File: src/rtl/wb_soc_ctrl_pkg.sv
// Shared constants and types for the Wishbone SoC control block: register map,
// CTRL bit positions, reset values and a byte-lane merge helper.
package soc_ctrl_pkg;

  localparam int unsigned WB_AW = 32;
  localparam int unsigned WB_DW = 32;
  localparam int unsigned WB_SW = WB_DW / 8;
  localparam int unsigned OFF_W = 6;

  // Word offsets taken from adr[7:2]
  localparam logic [OFF_W-1:0] OFF_CTRL    = 6'h00;
  localparam logic [OFF_W-1:0] OFF_BAUD    = 6'h01;
  localparam logic [OFF_W-1:0] OFF_STATUS  = 6'h02;
  localparam logic [OFF_W-1:0] OFF_SCRATCH = 6'h03;

  localparam int unsigned CTRL_HOLD_RST  = 0;
  localparam int unsigned CTRL_PROG_SW   = 1;
  localparam int unsigned CTRL_PROG_SEL  = 2;
  localparam int unsigned CTRL_RST_PULSE = 3;

  localparam logic        RST_HOLD_RST  = 1'b1;
  localparam logic        RST_PROG_SW   = 1'b0;
  localparam logic        RST_PROG_SEL  = 1'b0;
  localparam logic [31:0] RST_SCRATCH   = 32'h0;
  localparam logic [7:0]  RST_PRESS_CNT = 8'h0;
  localparam logic [7:0]  RST_PULSE_CNT = 8'h0;

  typedef struct packed {
    logic             we;
    logic [WB_SW-1:0] sel;
    logic [WB_AW-1:0] adr;
    logic [WB_DW-1:0] dat;
  } wb_req_t;

  // Replace only the byte lanes enabled in sel
  function automatic logic [WB_DW-1:0] merge_bytes(input logic [WB_DW-1:0] cur,
                                                   input logic [WB_DW-1:0] wr,
                                                   input logic [WB_SW-1:0] sel);
    logic [WB_DW-1:0] res;
    res = cur;
    for (int i = 0; i < int'(WB_SW); i++) begin
      if (sel[i]) res[8*i +: 8] = wr[8*i +: 8];
    end
    return res;
  endfunction

endpackage

File: src/rtl/wb_soc_ctrl_prog_debounce.sv
// Two-flop synchroniser plus debouncer for the program button; rise_o pulses
// in the same cycle db_o goes high.
module prog_debounce #(
  parameter logic [15:0] DEBOUNCE_CYCLES = 16'd1000
) (
  input  logic clk,
  input  logic rst,
  input  logic pin_i,
  output logic db_o,
  output logic rise_o
);

  localparam int unsigned CNT_W = 16;

  logic             sync1;
  logic             sync2;
  logic [CNT_W-1:0] cnt;

  always_ff @(posedge clk) begin
    if (rst) begin
      sync1  <= 1'b0;
      sync2  <= 1'b0;
      db_o   <= 1'b0;
      rise_o <= 1'b0;
      cnt    <= '0;
    end else begin
      sync1  <= pin_i;
      sync2  <= sync1;
      rise_o <= 1'b0;
      // Accept the new level on the Nth consecutive differing cycle
      if (sync2 != db_o) begin
        if (cnt >= DEBOUNCE_CYCLES - CNT_W'(1)) begin
          db_o   <= sync2;
          rise_o <= sync2;
          cnt    <= '0;
        end else begin
          cnt <= cnt + CNT_W'(1);
        end
      end else begin
        cnt <= '0;
      end
    end
  end

endmodule

File: src/rtl/wb_soc_ctrl.sv
// Wishbone slave controlling SoC reset, program select and UART baud divisor,
// with a debounced program button and press counter.
module wb_soc_ctrl
  import soc_ctrl_pkg::*;
#(
  parameter logic [31:0] BASE_ADDR        = 32'h3000_0000,
  parameter logic [15:0] DEFAULT_CPB      = 16'd868,
  parameter logic [15:0] DEBOUNCE_CYCLES  = 16'd1000,
  parameter logic [7:0]  RST_PULSE_CYCLES = 8'd16
) (
  input  logic        wb_clk_i,
  input  logic        wb_rst_i,
  input  logic        wbs_stb_i,
  input  logic        wbs_cyc_i,
  input  logic        wbs_we_i,
  input  logic [3:0]  wbs_sel_i,
  input  logic [31:0] wbs_adr_i,
  input  logic [31:0] wbs_dat_i,
  output logic        wbs_ack_o,
  output logic [31:0] wbs_dat_o,
  input  logic        prog_pin_i,
  output logic        prog_o,
  output logic        soc_rst_no,
  output logic [15:0] clks_per_bit_o
);

  wb_req_t          req_c;
  logic             hit_c;
  logic             take_c;
  logic             wr_c;
  logic [OFF_W-1:0] off_c;
  logic [31:0]      rdata_c;
  logic [31:0]      cpb_merged_c;
  logic             unused_c;

  logic        hold_rst;
  logic        prog_sw;
  logic        prog_sel;
  logic [15:0] cpb;
  logic [31:0] scratch;
  logic [7:0]  press_cnt;
  logic [7:0]  pulse_cnt;
  logic        prog_db;
  logic        prog_rise;

  prog_debounce #(
    .DEBOUNCE_CYCLES(DEBOUNCE_CYCLES)
  ) u_db (
    .clk   (wb_clk_i),
    .rst   (wb_rst_i),
    .pin_i (prog_pin_i),
    .db_o  (prog_db),
    .rise_o(prog_rise)
  );

  assign req_c    = '{we: wbs_we_i, sel: wbs_sel_i, adr: wbs_adr_i, dat: wbs_dat_i};
  assign unused_c = ^{req_c.adr[1:0]};
  assign hit_c    = wbs_cyc_i & wbs_stb_i & (req_c.adr[31:8] == BASE_ADDR[31:8]);
  // Blocking the cycle right after an ack gives held requests every-other-cycle acks
  assign take_c   = hit_c & ~wbs_ack_o;
  assign wr_c     = take_c & req_c.we;
  assign off_c    = req_c.adr[7:2];
  assign cpb_merged_c = merge_bytes({16'h0, cpb}, req_c.dat, req_c.sel);

  always_comb begin
    rdata_c = '0;
    case (off_c)
      OFF_CTRL:    rdata_c = {29'h0, prog_sel, prog_sw, hold_rst};
      OFF_BAUD:    rdata_c = {16'h0, cpb};
      OFF_STATUS:  rdata_c = {16'h0, press_cnt, 6'h0, ~soc_rst_no, prog_db};
      OFF_SCRATCH: rdata_c = scratch;
      default:     rdata_c = '0;
    endcase
  end

  // Bus handshake and register file
  always_ff @(posedge wb_clk_i) begin
    if (wb_rst_i) begin
      wbs_ack_o <= 1'b0;
      wbs_dat_o <= '0;
      hold_rst  <= RST_HOLD_RST;
      prog_sw   <= RST_PROG_SW;
      prog_sel  <= RST_PROG_SEL;
      cpb       <= DEFAULT_CPB;
      scratch   <= RST_SCRATCH;
    end else begin
      wbs_ack_o <= take_c;
      wbs_dat_o <= (take_c && !req_c.we) ? rdata_c : '0;
      if (wr_c) begin
        case (off_c)
          OFF_CTRL: begin
            if (req_c.sel[0]) begin
              hold_rst <= req_c.dat[CTRL_HOLD_RST];
              prog_sw  <= req_c.dat[CTRL_PROG_SW];
              prog_sel <= req_c.dat[CTRL_PROG_SEL];
            end
          end
          OFF_BAUD:    cpb     <= cpb_merged_c[15:0];
          OFF_SCRATCH: scratch <= merge_bytes(scratch, req_c.dat, req_c.sel);
          default: ;
        endcase
      end
    end
  end

  // Soft reset pulse, press counter and registered outputs
  always_ff @(posedge wb_clk_i) begin
    if (wb_rst_i) begin
      pulse_cnt      <= RST_PULSE_CNT;
      press_cnt      <= RST_PRESS_CNT;
      soc_rst_no     <= 1'b0;
      prog_o         <= 1'b0;
      clks_per_bit_o <= DEFAULT_CPB;
    end else begin
      if (wr_c && off_c == OFF_CTRL && req_c.sel[0] && req_c.dat[CTRL_RST_PULSE]) begin
        pulse_cnt <= RST_PULSE_CYCLES;
      end else if (pulse_cnt != 8'h0) begin
        pulse_cnt <= pulse_cnt - 8'd1;
      end
      if (prog_rise) press_cnt <= press_cnt + 8'd1;
      soc_rst_no     <= ~(hold_rst | (pulse_cnt != 8'h0));
      prog_o         <= prog_sel ? prog_sw : prog_db;
      clks_per_bit_o <= cpb;
    end
  end

endmodule

File: config.mk
export PLATFORM = sky130hd
export DESIGN_NAME = wb_soc_ctrl
export DESIGN_NICKNAME = d
export VERILOG_FILES = /design/src/rtl/wb_soc_ctrl_pkg.sv /design/src/rtl/wb_soc_ctrl_prog_debounce.sv /design/src/rtl/wb_soc_ctrl.sv
export SDC_FILE = /design/constraint.sdc
export NUM_CORES = 1
export LEC_CHECK = 0
export ABC_AREA = 1
export BUFFER_PORTS_ARGS = -buffer_cell sky130_fd_sc_hd__buf_2
export CAP_MARGIN = 20
export CORE_ASPECT_RATIO = 0.7
export CORE_MARGIN = 2
export CORE_UTILIZATION = 51
export DETAILED_ROUTE_END_ITERATION = 12
export GPL_TIMING_DRIVEN = 1
export PLACE_DENSITY = 0.76
export RECOVER_POWER = 100
export SLEW_MARGIN = 20
export SYNTH_ARGS = -nofsm -noshare
export SYNTH_HDL_FRONTEND = slang
export SYNTH_SLANG_ARGS = --single-unit
File: constraint.sdc
create_clock -name wb_clk_i -period 2 [get_ports wb_clk_i]
set_clock_uncertainty 0.2 [all_clocks]
set_input_delay 0.4 -clock wb_clk_i [delete_from_list [all_inputs] [get_ports wb_clk_i]]
set_output_delay 0.4 -clock wb_clk_i [all_outputs]
set_load 0.01 [all_outputs]
; After elaboration in Yosys (flattened, before gate mapping)
; Cells that the tools add are included.
[totals]
out_inout_bits = 51
reg_bits = 138
elab_cells = 66
inputBits = 74
[classes]
muxes = 4
bitwise = 11
n_lt_le_gt_ge = 1
eq_ne = 5
reduce_logical = 20
n_addsub = 3
[op_table]
columns = op, count
row1 = 32-bit one-hot mux with 4 select lines, 1
row2 = "24-bit by 22-bit == test with 1-bit output, second input constant", 1
row3 = 3-bit AND reduction, 7
row4 = "16-bit by 1-bit adder with 16-bit output, second input constant", 1
row5 = "16-bit by 10-bit >= comparator with 1-bit output, second input constant", 1
row6 = "6-bit by 2-bit == test with 1-bit output, second input constant", 2
row7 = 5-bit two-way mux, 2
row8 = "8-bit by 1-bit adder with 8-bit output, second input constant", 1
row9 = 8-bit nonzero test, 1
row10 = "8-bit by 1-bit subtractor with 8-bit output, second input constant", 1
row11 = "6-bit by 1-bit == test with 1-bit output, second input constant", 1
row12 = 6-bit zero test, 1
row13 = 1-bit inverter, 6
row14 = 3-bit OR reduction, 2
row15 = 1-bit AND, 4
row16 = 1-bit logical AND, 4
row17 = 2-bit OR reduction, 2
row18 = 2-bit AND reduction, 1
row19 = 2-bit nonzero test, 1
row20 = 1-bit zero test, 1
row21 = 1-bit two-way mux, 1
row22 = 1-bit != test, 1
row23 = 1-bit OR, 1

; Depth between registers and ports, before layout
; Gate-level depths: netlist (run 1).
[logic_depth]
word_depth = 8
depth_mapped = 11
mapped_depth_nobuf = 10

; Modules after synthesis
; From an unflattened synthesis (run 1), not the netlist that was laid out.
[unflattened]
cells_unflattened = 719
hier_area_um2 = 5572.8
[modules_own_cells]
columns = mod, seq_area_each_um2, cells_each, area_each_um2, n_inst
row1 = wb_soc_ctrl, 2362.3, 628, 4797.1, 1
row2 = prog_debounce, 400.4, 91, 775.7, 1

; Least setup slack after synthesis (run 1)
; OpenSTA, ideal clock, no wires.
[synth_timing]
kind = input to register
from = input port wbs_adr_i[24]
to = register scratch[16]
slack_ns = 0.246
required_time_ns = 1.687
path_buffers = 1
arrival_ns = 1.441
setup_time_ns = 0.113
stages = 9
cell_sequence = inv_1 nand2_1 nor2_2 nand3_4 nor2_8 nand4_4 buf_6 nor2_1 nor2_1
[synth_via]
elab_chain_len = 5
[synth_rtl]
columns = element, line
row1 = start: declaration, wb_soc_ctrl.sv:17  ; input logic [31:0] wbs_adr_i,
row2 = 24-bit by 22-bit == test with 1-bit output, wb_soc_ctrl.sv:58  ; assign hit_c = wbs_cyc_i & wbs_stb_i & (req_c.adr[31:8] == BASE_ADDR[31:8]);
row3 = 1-bit AND, wb_soc_ctrl.sv:58
row4 = 1-bit AND, wb_soc_ctrl.sv:60  ; assign take_c = hit_c & ~wbs_ack_o;
row5 = 1-bit AND, wb_soc_ctrl.sv:61  ; assign wr_c = take_c & req_c.we;
row6 = 3-bit AND reduction (no line), -
row7 = end signal: assignment, wb_soc_ctrl.sv:99  ; OFF_SCRATCH: scratch <= merge_bytes(scratch, req_c.dat, req_c.sel);
row8 = end: declaration, wb_soc_ctrl.sv:40  ; logic [31:0] scratch;
; No other way between the ends.
; A chain may end at the register's enable or synchronous reset.

; Worst setup path in the final report (run 1)
[layout_timing]
from = register u_db.cnt[12]
to = register u_db.cnt[7]
[layout_via]
elab_chain_len = 2
[layout_rtl]
columns = element, line
row1 = start: declaration, wb_soc_ctrl_prog_debounce.sv:17  ; logic [CNT_W-1:0] cnt;
row2 = start signal: assignment, wb_soc_ctrl_prog_debounce.sv:37  ; cnt <= cnt + CNT_W'(1);
row3 = 16-bit by 10-bit >= comparator with 1-bit output, wb_soc_ctrl_prog_debounce.sv:32  ; if (cnt >= DEBOUNCE_CYCLES - CNT_W'(1)) begin
row4 = 3-bit OR reduction (no line), -
; No other way between the ends.

==> impl_results.md, run 1 <==
* Worst-margin pin slew at 0.706 ns
* Area grow syn2layout at 24.3%
* XOR/XNOR Fraction of Synth Area at 1.30%
* Min Clock Period, post-route at 1.83 ns
* Synth top area cells: dfxtp_1 51%, nor2_1 12%, nand2_1 8.7%
* Root Driver: clkbuf_16
* Seq/Total Area, Yosys at 51.3%
* Slew headroom at 52.9%
* Die height at 90.0 um
* Clock buffer depth at 2
* Lkg Pwr at 0.00309 uW
* # placed instances at 933
* Tcrit/Tclk final at 91.5%
* Hold Slack at 0.0160 ns
* HPWL Detailed at 8350 um
* Most common cell in the synthesized netlist: nor2_1
* IO Pins at 125
* Crit path largest cell delay at 0.43 ns
* First-pass GRT wire length at 20100 um
* Mapped Area at 5390 um^2
* Clock latency on the worst-skew pair at 0.41 ns
* CTS tree: yes
* FFs w/ async S/R, synth at 0%
* Final WS setup at 0.170 ns
* Layout Nets at 904
* Worst-path fanout max at 10
* Total grt overflow at 0
* Pre-CTS setup slack at -0.0446 ns
* List of most frequent post-synthesis cells: 172 x nor2_1, 138 x dfxtp_1, 125 x nand2_1
* Num CTS Buffers at 17
* # H-tree levels at 4
* Cell Pwr Density at 967 nW/um^2
* Die W at 127 um
* Crit-path slowest cell: nand4_1
* Status: completed
* DR vias at 4749
* Largest area contributor in the netlist: dfxtp_1
* Pwr Total at 6470 uW
* Req. time, crit path at 2.14 ns
* Worst setup SP type: flip-flop
* Final core occ at 64.9%
* Vias/cell at 4.89
* Yosys top cell area share at 51.3%
* Multiplexer area fraction after synthesis at 0%
* Row cnt at 31
* Final Setup Violations at 0
* Worst vdd ir at 0.000615 V
* Worst R2R Start: u_db.cnt[12]$_SDFF_PP0_
* FF+latch count, synth at 138
* Detailed Route WL at 12100 um
* Residual DRC count at 0
* Setup crit end kind: flip-flop
* Synth Area in Compound Gates at 5.52%
* Max Clock Freq at 547 MHz
* Final hold vios at 0
* Avg WL per Cell at 12.5 um
* Largest net degree at the start of global routing at 28
* CP startpoint: u_db.cnt[12]$_SDFF_PP0_
* Synth Flop Type: dfxtp_1
* Ratio of cells with drive above 1 in the final layout at 17.3%
* Yosys cell types at 40
* HP Start: prog_pin_i
* MaxCap Viol Count at 0
* # diodes at 0
* CP Buf/Inv Count at 0
* Crit path kind: reg -> reg
* RePlAce Congestion at 0.815
* TritonRoute pass-1 iters at 6
* Syn Inst Count at 681
* Synth Area in Adders at 0.696%
* Vias in the first global route at 4498
* Number of synthesized flops with an enable pin at 0
* Critical path arrival at 1.97 ns
* Simple-Gate Fraction of Synth Area at 32.3%
* Port bufs at 122
* Delay-heaviest family, CP: simple AND/OR/NAND/NOR gates
* Core area at 10300 um^2
* Starting Density at 52.2%
* Slew Viols, Final at 0
* Critical path, cell by cell: nor2_1 > nand2_1 > nor3_1 > nand4_1 > a21o_1 > a21oi_1
* Die area at 11400 um^2
* Initial antenna violation count at 1
* Avg Inst Size Synth at 7.92 um^2
* Final ANT Viol Nets at 0
* HP Class: in -> reg
* Final non-filler cell total at 972
* TritonCTS Sinks at 138
* Overall global routing resource usage at 21.9%
* Yosys Warn Count at 0
* Worst-path clk slew at 0.06 ns
* Initial detailed-routing violation count at 220
* Largest family of logic cells by synthesized area: simple AND/OR/NAND/NOR gates
[flip-flops by register name, indices dropped and copies added, names as in the netlist, 8 cells and up]
register        flops
press_cnt           8
u_db.cnt           16
clks_per_bit_o     16
cpb                16
scratch            32
pulse_cnt           8
wbs_dat_o          32
[worst paths after layout]
path / slack [ns] / cells past startpoint / to
setup reg to reg: 0.17 / 6 / u_db.cnt[7]$_SDFF_PP0_
hold / removal: 0.02 / 3 / u_db.sync1$_SDFF_PP0_
setup / recovery: 0.17 / 6 / u_db.cnt[7]$_SDFF_PP0_
hold reg to reg: 0.21 / 2 / u_db.sync2$_SDFF_PP0_
[cell type report]
cell class | instances | area [um^2]
clock inverters | 13 | 131
flip-flops and latches | 138 | 2760
multi-input cells | 442 | 2160
inverters | 85 | 327
fillers | 854 | 3620
clock buffers | 19 | 453
well taps | 132 | 165
repair buffers | 143 | 703
[cells in the final DEF, fill, tap and decap left out, drive strengths merged]
| cell type | n |
|---|---|
| a21boi | 1 |
| a211oi | 1 |
| o31ai | 1 |
| buf | 81 |
| a22oi | 5 |
| a31oi | 3 |
| nand3 | 16 |
| xnor2 | 2 |
| bufinv | 1 |
| dlygate4sd3 | 6 |
| conb | 6 |
| o22ai | 12 |
| a21o | 1 |
| clkbuf | 75 |
| o21ai | 7 |
| a21oi | 18 |
| nor3b | 3 |
| dfxtp | 138 |
| nor3 | 22 |
| nand2 | 130 |
| clkinvlp | 3 |
| xor2 | 6 |
| nor4 | 1 |
| or2 | 5 |
| nand4 | 19 |
| clkinv | 4 |
| inv | 90 |
| nor2 | 180 |
| ha | 3 |
[worst min-delay path, cell delays in order]
cell and delay (ns):
buf_2 0.08, inv_1 0.04, nor2_1 0.08
[stage by stage]
| stage | TNS (ns) | area, um^2 |
|---|---|---|
| floorplan | 0 | 5410 |
| global placement | 0 | 6140 |
| detailed placement | -0.537 | 6140 |
| CTS | 0 | 6780 |
| global route | -0.0252 | 6700 |
| finish | 0 | 6700 |
[cells by family after synthesis]
family                   count (synthesis)
adder cells (fa/ha/maj)                  3
flip-flops                             138
other                                    1
AND/OR/NAND/NOR                        376
AO/OA/AOI/OAI                           49
buffers and inverters                  106
XOR/XNOR                                 8
[metal layers]
layer | up-vias | track usage, % | part of all wire (%)
met5 | - | 0 | 0.14
met4 | 2 | 8.79 | 1.5
met3 | 20 | 5.77 | 4.9
met2 | 131 | 36.6 | 48
met1 | 2193 | 27.1 | 45
li1 | 2403 | - | -
[what timing repair did]
action | in CTS | in global routing
endpoints found under the hold margin | 6 | 0
buffers inserted | 0 | 1
endpoints found under the setup margin | 0 | 8
hold buffers | 6 | 0
resized for setup | 0 | 2
[report_power, final]
part / internal [uW] / total, uW / switching [uW]
registers: 2810 / 2860 / 45.8
logic: 231 / 566 / 335
clock network: 1810 / 3050 / 1240
(Power assumes the default switching activity.)
==> run 2: changes to the inputs <==
==> constraint.sdc (replaced) <==
create_clock -name wb_clk_i -period 2 [get_ports wb_clk_i]
set_clock_uncertainty 0.2 [all_clocks]
set_input_delay 0.2 -clock wb_clk_i [delete_from_list [all_inputs] [get_ports wb_clk_i]]
set_output_delay 0.2 -clock wb_clk_i [all_outputs]
set_load 0.01 [all_outputs]
==> run 2 against run 1 <==
Die area stayed put. Largest power group unchanged. Critical path depth is 5 higher. Non-clock buffer count rose by 27. Final area grew 5.8%. Highest routed layer is now met4. Final cell count is 2.8% higher. Clock power is 7.9% higher. Count of clock-buffer cells in the layout grew 2.
==> impl_results.md, run 2 (same netlist as run 1, synthesis figures left out) <==
* Num CTS Buffers at 17
* IO Pins at 125
* Starting Density at 52.2%
* Die height at 90.0 um
* TritonCTS Sinks at 138
* Initial antenna violation count at 0
* Multi-input gate area at 2180 um^2
* Total grt overflow at 0
* HP Class: in -> reg
* Initial detailed-routing violation count at 409
* Final ANT Viol Nets at 0
* TritonRoute pass-1 iters at 5
* Reg-to-reg slack, setup at 0.19 ns
* Root Driver: clkbuf_16
* DR vias at 4979
* RePlAce Congestion at 0.833
* Core area at 10300 um^2
* Hold path depth at 5
* # H-tree levels at 4
* MaxCap Viol Count at 0
* First-pass GRT wire length at 21800 um
* Final hold vios at 0
* Commonest non-fill, non-tap cell in the layout: nor2_1
* Largest net degree at the start of global routing at 28
* # diodes at 0
* Sequential Area at 2760 um^2
* Slew headroom at 53.4%
* Row cnt at 31
* Layout Nets at 931
* Avg WL per Cell at 13.3 um
* Critical path arrival at 2.07 ns
* RSZ-0062 raised after global routing: yes
* HPWL Detailed at 8430 um
* Setup crit end kind: flip-flop
* Residual DRC count at 0
* Tcrit/Tclk final at 97.1%
* Lkg Pwr at 0.00325 uW
* Detailed Route WL at 13300 um
* Max Clock Freq at 515 MHz
* R2r worst-path depth at 8
* Crit path kind: in -> reg
* Final core occ at 68.7%
* Biggest regs: scratch x32, wbs_dat_o x32
* Fill count at 842
* Pwr Total at 6770 uW
* Overall global routing resource usage at 23.7%
* Worst setup SP type: input pin
* Slew Viols, Final at 0
* Status: completed
* Clock latency on the worst-skew pair at 0.41 ns
* Port bufs at 122
* Clock buffer depth at 2
* Vias/cell at 4.98
* Worst-path fanout max at 16
* Area grow syn2layout at 31.5%
* Ratio of cells with drive above 1 in the final layout at 17.2%
* Worst vdd ir at 0.000677 V
* Die W at 127 um
* Final TNS setup at 0 ns
* Most frequent cells in the layout: 171 x nor2_1, 138 x dfxtp_1, 121 x nand2_1
* Cell Pwr Density at 955 nW/um^2
* Worst-margin pin slew at 0.698 ns
* Req. time, crit path at 2.13 ns
* CTS tree: yes
* Min Clock Period, post-route at 1.94 ns
* Worst-path clk slew at 0.06 ns
* Vias in the first global route at 4761
* Hold Slack at 0.107 ns
* Final Setup Violations at 0
* Die area at 11400 um^2
run 2: cell count changes in the layout (fill, tap and decap cells not counted), moves of 2 or more:
cell and delta:
inv_6 -6, clkinv_2 +2, buf_4 -3, buf_12 +2, clkinv_4 -2, dlygate4sd3_1 +31
nand2_1 -5, nand2_2 +5, bufinv_16 +3
run 2: repair_timing:
action,in CTS,in global routing
hold buffers,37,0
resized for setup,0,6
setup endpoints to repair,0,37
endpoints found under the hold margin,59,0
setup buffers,0,2
run 2: power by group:
part	total, uW	switching [uW]	internal [uW]
registers	2860	48.9	2820
clock network	3290	1140	2150
logic	610	356	255
total	6770	1550	5220
run 2: path summary, 6_finish.rpt:
path	from	to
min	wbs_sel_i[3]	scratch[24]$_SDFFE_PP0P_
min reg2reg	u_db.sync1$_SDFF_PP0_	u_db.sync2$_SDFF_PP0_
max	wbs_adr_i[23]	scratch[11]$_SDFFE_PP0P_
max reg2reg	pulse_cnt[0]$_SDFFE_PP0P_	soc_rst_no$_SDFF_PP0_
run 2: worst max-delay path, cell delays in order:
cell	delay [ns]
dlygate4sd3_1	0.52
buf_2	0.12
inv_1	0.04
nand2_1	0.05
nor2_2	0.12
nand3_4	0.12
nor2_8	0.29
nand4_4	0.28
nand2_1	0.13
nand2_1	0.05
nor2_1	0.14
run 2: cell type report:
cell class / count / share of cell area [%]
flip-flops and latches: 138 / 39.0
well taps: 132 / 2.33
multi-input cells: 442 / 30.8
inverters: 85 / 4.61
repair buffers: 170 / 14.4
clock buffers: 21 / 6.50
clock inverters: 11 / 2.38
run 2: metrics by stage:
| step | instances | instance area [um^2] | worst slack, ns |
|---|---|---|---|
| after floorplan | 686 | 5410 | 0.351 |
| after global placement | 928 | 6100 | 0.188 |
| after detailed placement | 928 | 6100 | 0.0746 |
| after CTS | 997 | 7100 | 0.0256 |
| after global routing | 999 | 7090 | -0.0572 |
| final | 999 | 7090 | 0.0571 |
run 2: metal layers:
layer | vias to the layer above | part of all wire (%) | GRT usage, %
met5 | - | 0 | 0
met4 | 0 | 2.4 | 10.3
met3 | 34 | 6.3 | 6.13
met2 | 196 | 49 | 40.0
met1 | 2288 | 42 | 28.6
li1 | 2461 | - | -
==> run 3: changes to the inputs <==
--- a/config.mk
+++ b/config.mk
@@ -10,10 +10,10 @@
 export CAP_MARGIN = 20
 export CORE_ASPECT_RATIO = 0.7
 export CORE_MARGIN = 2
-export CORE_UTILIZATION = 51
+export CORE_UTILIZATION = 53
 export DETAILED_ROUTE_END_ITERATION = 12
 export GPL_TIMING_DRIVEN = 1
-export PLACE_DENSITY = 0.76
+export PLACE_DENSITY = 0.79
 export RECOVER_POWER = 100
 export SLEW_MARGIN = 20
 export SYNTH_ARGS = -nofsm -noshare
==> run 3 against run 2 <==
Die area is 3.6% lower. Final area is 1.4% lower. Combinational power is 3.6% lower. Worst hold slack worse by 0.021 ns. Fmax is 2.6% higher. Worst setup slack better by 0.049 ns. Via count is 0.66% lower. Flip-flop and latch count stayed put. Core utilization is 2.7 points higher. Sequential power hardly changed.
==> impl_results.md, run 3 (same netlist as run 1, synthesis figures left out) <==
* # H-tree levels at 4
* Port bufs at 122
* Lkg Pwr at 0.00321 uW
* Crit path kind: in -> reg
* Final Setup Violations at 0
* Detailed Route WL at 13300 um
* Overall global routing resource usage at 24.5%
* Clock buffer depth at 2
* Most frequent cells in the layout: 171 x nor2_1, 138 x dfxtp_1, 126 x nand2_1
* Area grow syn2layout at 29.7%
* Row cnt at 30
* HP Start: wbs_sel_i[2]
* Setup crit end kind: flip-flop
* Total grt overflow at 0
* Post-CTS setup repair buffer count at 0
* Min Clock Period, post-route at 1.89 ns
* Die height at 88.4 um
* Ratio of cells with drive above 1 in the final layout at 16.2%
* Worst-margin pin slew at 0.683 ns
* Root Driver: clkbuf_16
* Hold path depth at 4
* HPWL Detailed at 8380 um
* Pre-CTS setup slack at 0.130 ns
* HP Class: in -> reg
* Pwr Total at 6810 uW
* Die W at 125 um
* Initial antenna violation count at 0
* Num CTS Buffers at 17
* Hold Crit Endpoint: scratch[19]$_SDFFE_PP0P_
* Vias/cell at 5.00
* TritonRoute pass-1 iters at 5
* Reg-to-reg slack, setup at 0.19 ns
* TritonCTS Sinks at 138
* Vias in the first global route at 4639
* Layout Nets at 926
* Cell Pwr Density at 974 nW/um^2
* RSZ-0062 raised after global routing: no
* First-pass GRT wire length at 21500 um
* MaxCap Viol Count at 0
* Status: completed
* Multi-input gate area at 2160 um^2
* CTS tree: yes
* Final WS setup at 0.106 ns
* Worst-path clk slew at 0.06 ns
* Avg WL per Cell at 13.4 um
* IO Pins at 125
* Clock latency on the worst-skew pair at 0.41 ns
* Biggest regs: scratch x32, wbs_dat_o x32
* Slew headroom at 54.5%
* Critical path arrival at 1.98 ns
* Fill count at 721
* Die area at 11000 um^2
* DR vias at 4946
* Final core occ at 71.4%
* # diodes at 0
* Req. time, crit path at 2.09 ns
* Commonest non-fill, non-tap cell in the layout: nor2_1
* Final ANT Viol Nets at 0
* Worst setup SP type: input pin
* Final hold vios at 0
* Final TNS setup at 0 ns
* Worst R2R End: scratch[31]$_SDFFE_PP0P_
* Slew Viols, Final at 0
* Worst-path fanout max at 26
* Core area at 9800 um^2
* Residual DRC count at 0
* Hold Slack at 0.0855 ns
* Largest net degree at the start of global routing at 33
* Max Clock Freq at 528 MHz
* Sequential Area at 2760 um^2
* Worst vdd ir at 0.000775 V
* Starting Density at 55.0%
* Worst R2R Start: wbs_ack_o$_SDFF_PP0_
* Tcrit/Tclk final at 94.7%
* Initial detailed-routing violation count at 389
* R2r worst-path depth at 7
* RePlAce Congestion at 0.795
run 3: cell types whose count changed in the layout (fill, tap and decap cells not counted), moves of 3 or more:
| cell | previous run | this run |
|---|---|---|
| buf_4 | 7 | 3 |
| clkbuf_2 | 1 | 4 |
| inv_6 | 0 | 3 |
| nand2_1 | 121 | 126 |
| nand2_2 | 9 | 4 |
run 3: layout make-up:
class	count	share of cell area, %
well taps	128	2.29
repair buffers	165	13.6
inverters	85	4.67
flip-flops and latches	138	39.5
clock buffers	19	6.34
multi-input cells	442	30.9
clock inverters	13	2.74
run 3: metrics by stage:
| stage | cells | area, um^2 |
|---|---|---|
| 6_report | 990 | 6990 |
| 5_1_grt | 990 | 6990 |
| 4_1_cts | 990 | 7070 |
| 3_5_place_dp | 922 | 6080 |
| 3_3_place_gp | 922 | 6080 |
| 2_1_floorplan | 686 | 5410 |
run 3: timing repair:
action	in CTS	in global routing
gates resized for setup	0	1
endpoints found under the setup margin	0	7
endpoints found under the hold margin	53	0
hold buffers	36	0
run 3: where the power goes:
part,switching [uW],total [uW],internal [uW]
clock network,1230,3360,2130
registers,44.1,2860,2810
logic,340,588,247
run 3: worst max-delay path by stage:
stage | end | from | slack (ns)
finish | pulse_cnt[6]$_SDFFE_PP0P_ | wb_rst_i | 0.11
global route | pulse_cnt[5]$_SDFFE_PP0P_ | pulse_cnt[0]$_SDFFE_PP0P_ | 0.03
CTS | pulse_cnt[5]$_SDFFE_PP0P_ | pulse_cnt[0]$_SDFFE_PP0P_ | 0.11
detailed placement | pulse_cnt[2]$_SDFFE_PP0P_ | pulse_cnt[0]$_SDFFE_PP0P_ | 0.13
global placement | pulse_cnt[2]$_SDFFE_PP0P_ | pulse_cnt[0]$_SDFFE_PP0P_ | 0.19
floorplan | pulse_cnt[2]$_SDFFE_PP0P_ | pulse_cnt[0]$_SDFFE_PP0P_ | 0.35
run 3: worst max-delay path, cell delays in order:
cell,delay (ns)
dlygate4sd3_1,0.53
clkbuf_1,0.25
clkinv_1,0.21
clkbuf_2,0.42
o21ai_2,0.29
nor2_1,0.07
run 3: per-layer routing:
| layer | track usage, % | routed length (um) | vias to the layer above |
|---|---|---|---|
| li1 | - | - | 2455 |
| met1 | 29.3 | 5620 | 2270 |
| met2 | 43.3 | 6560 | 189 |
| met3 | 5.80 | 828 | 32 |
| met4 | 10.2 | 299 | 0 |
| met5 | 0 | 0 | - |
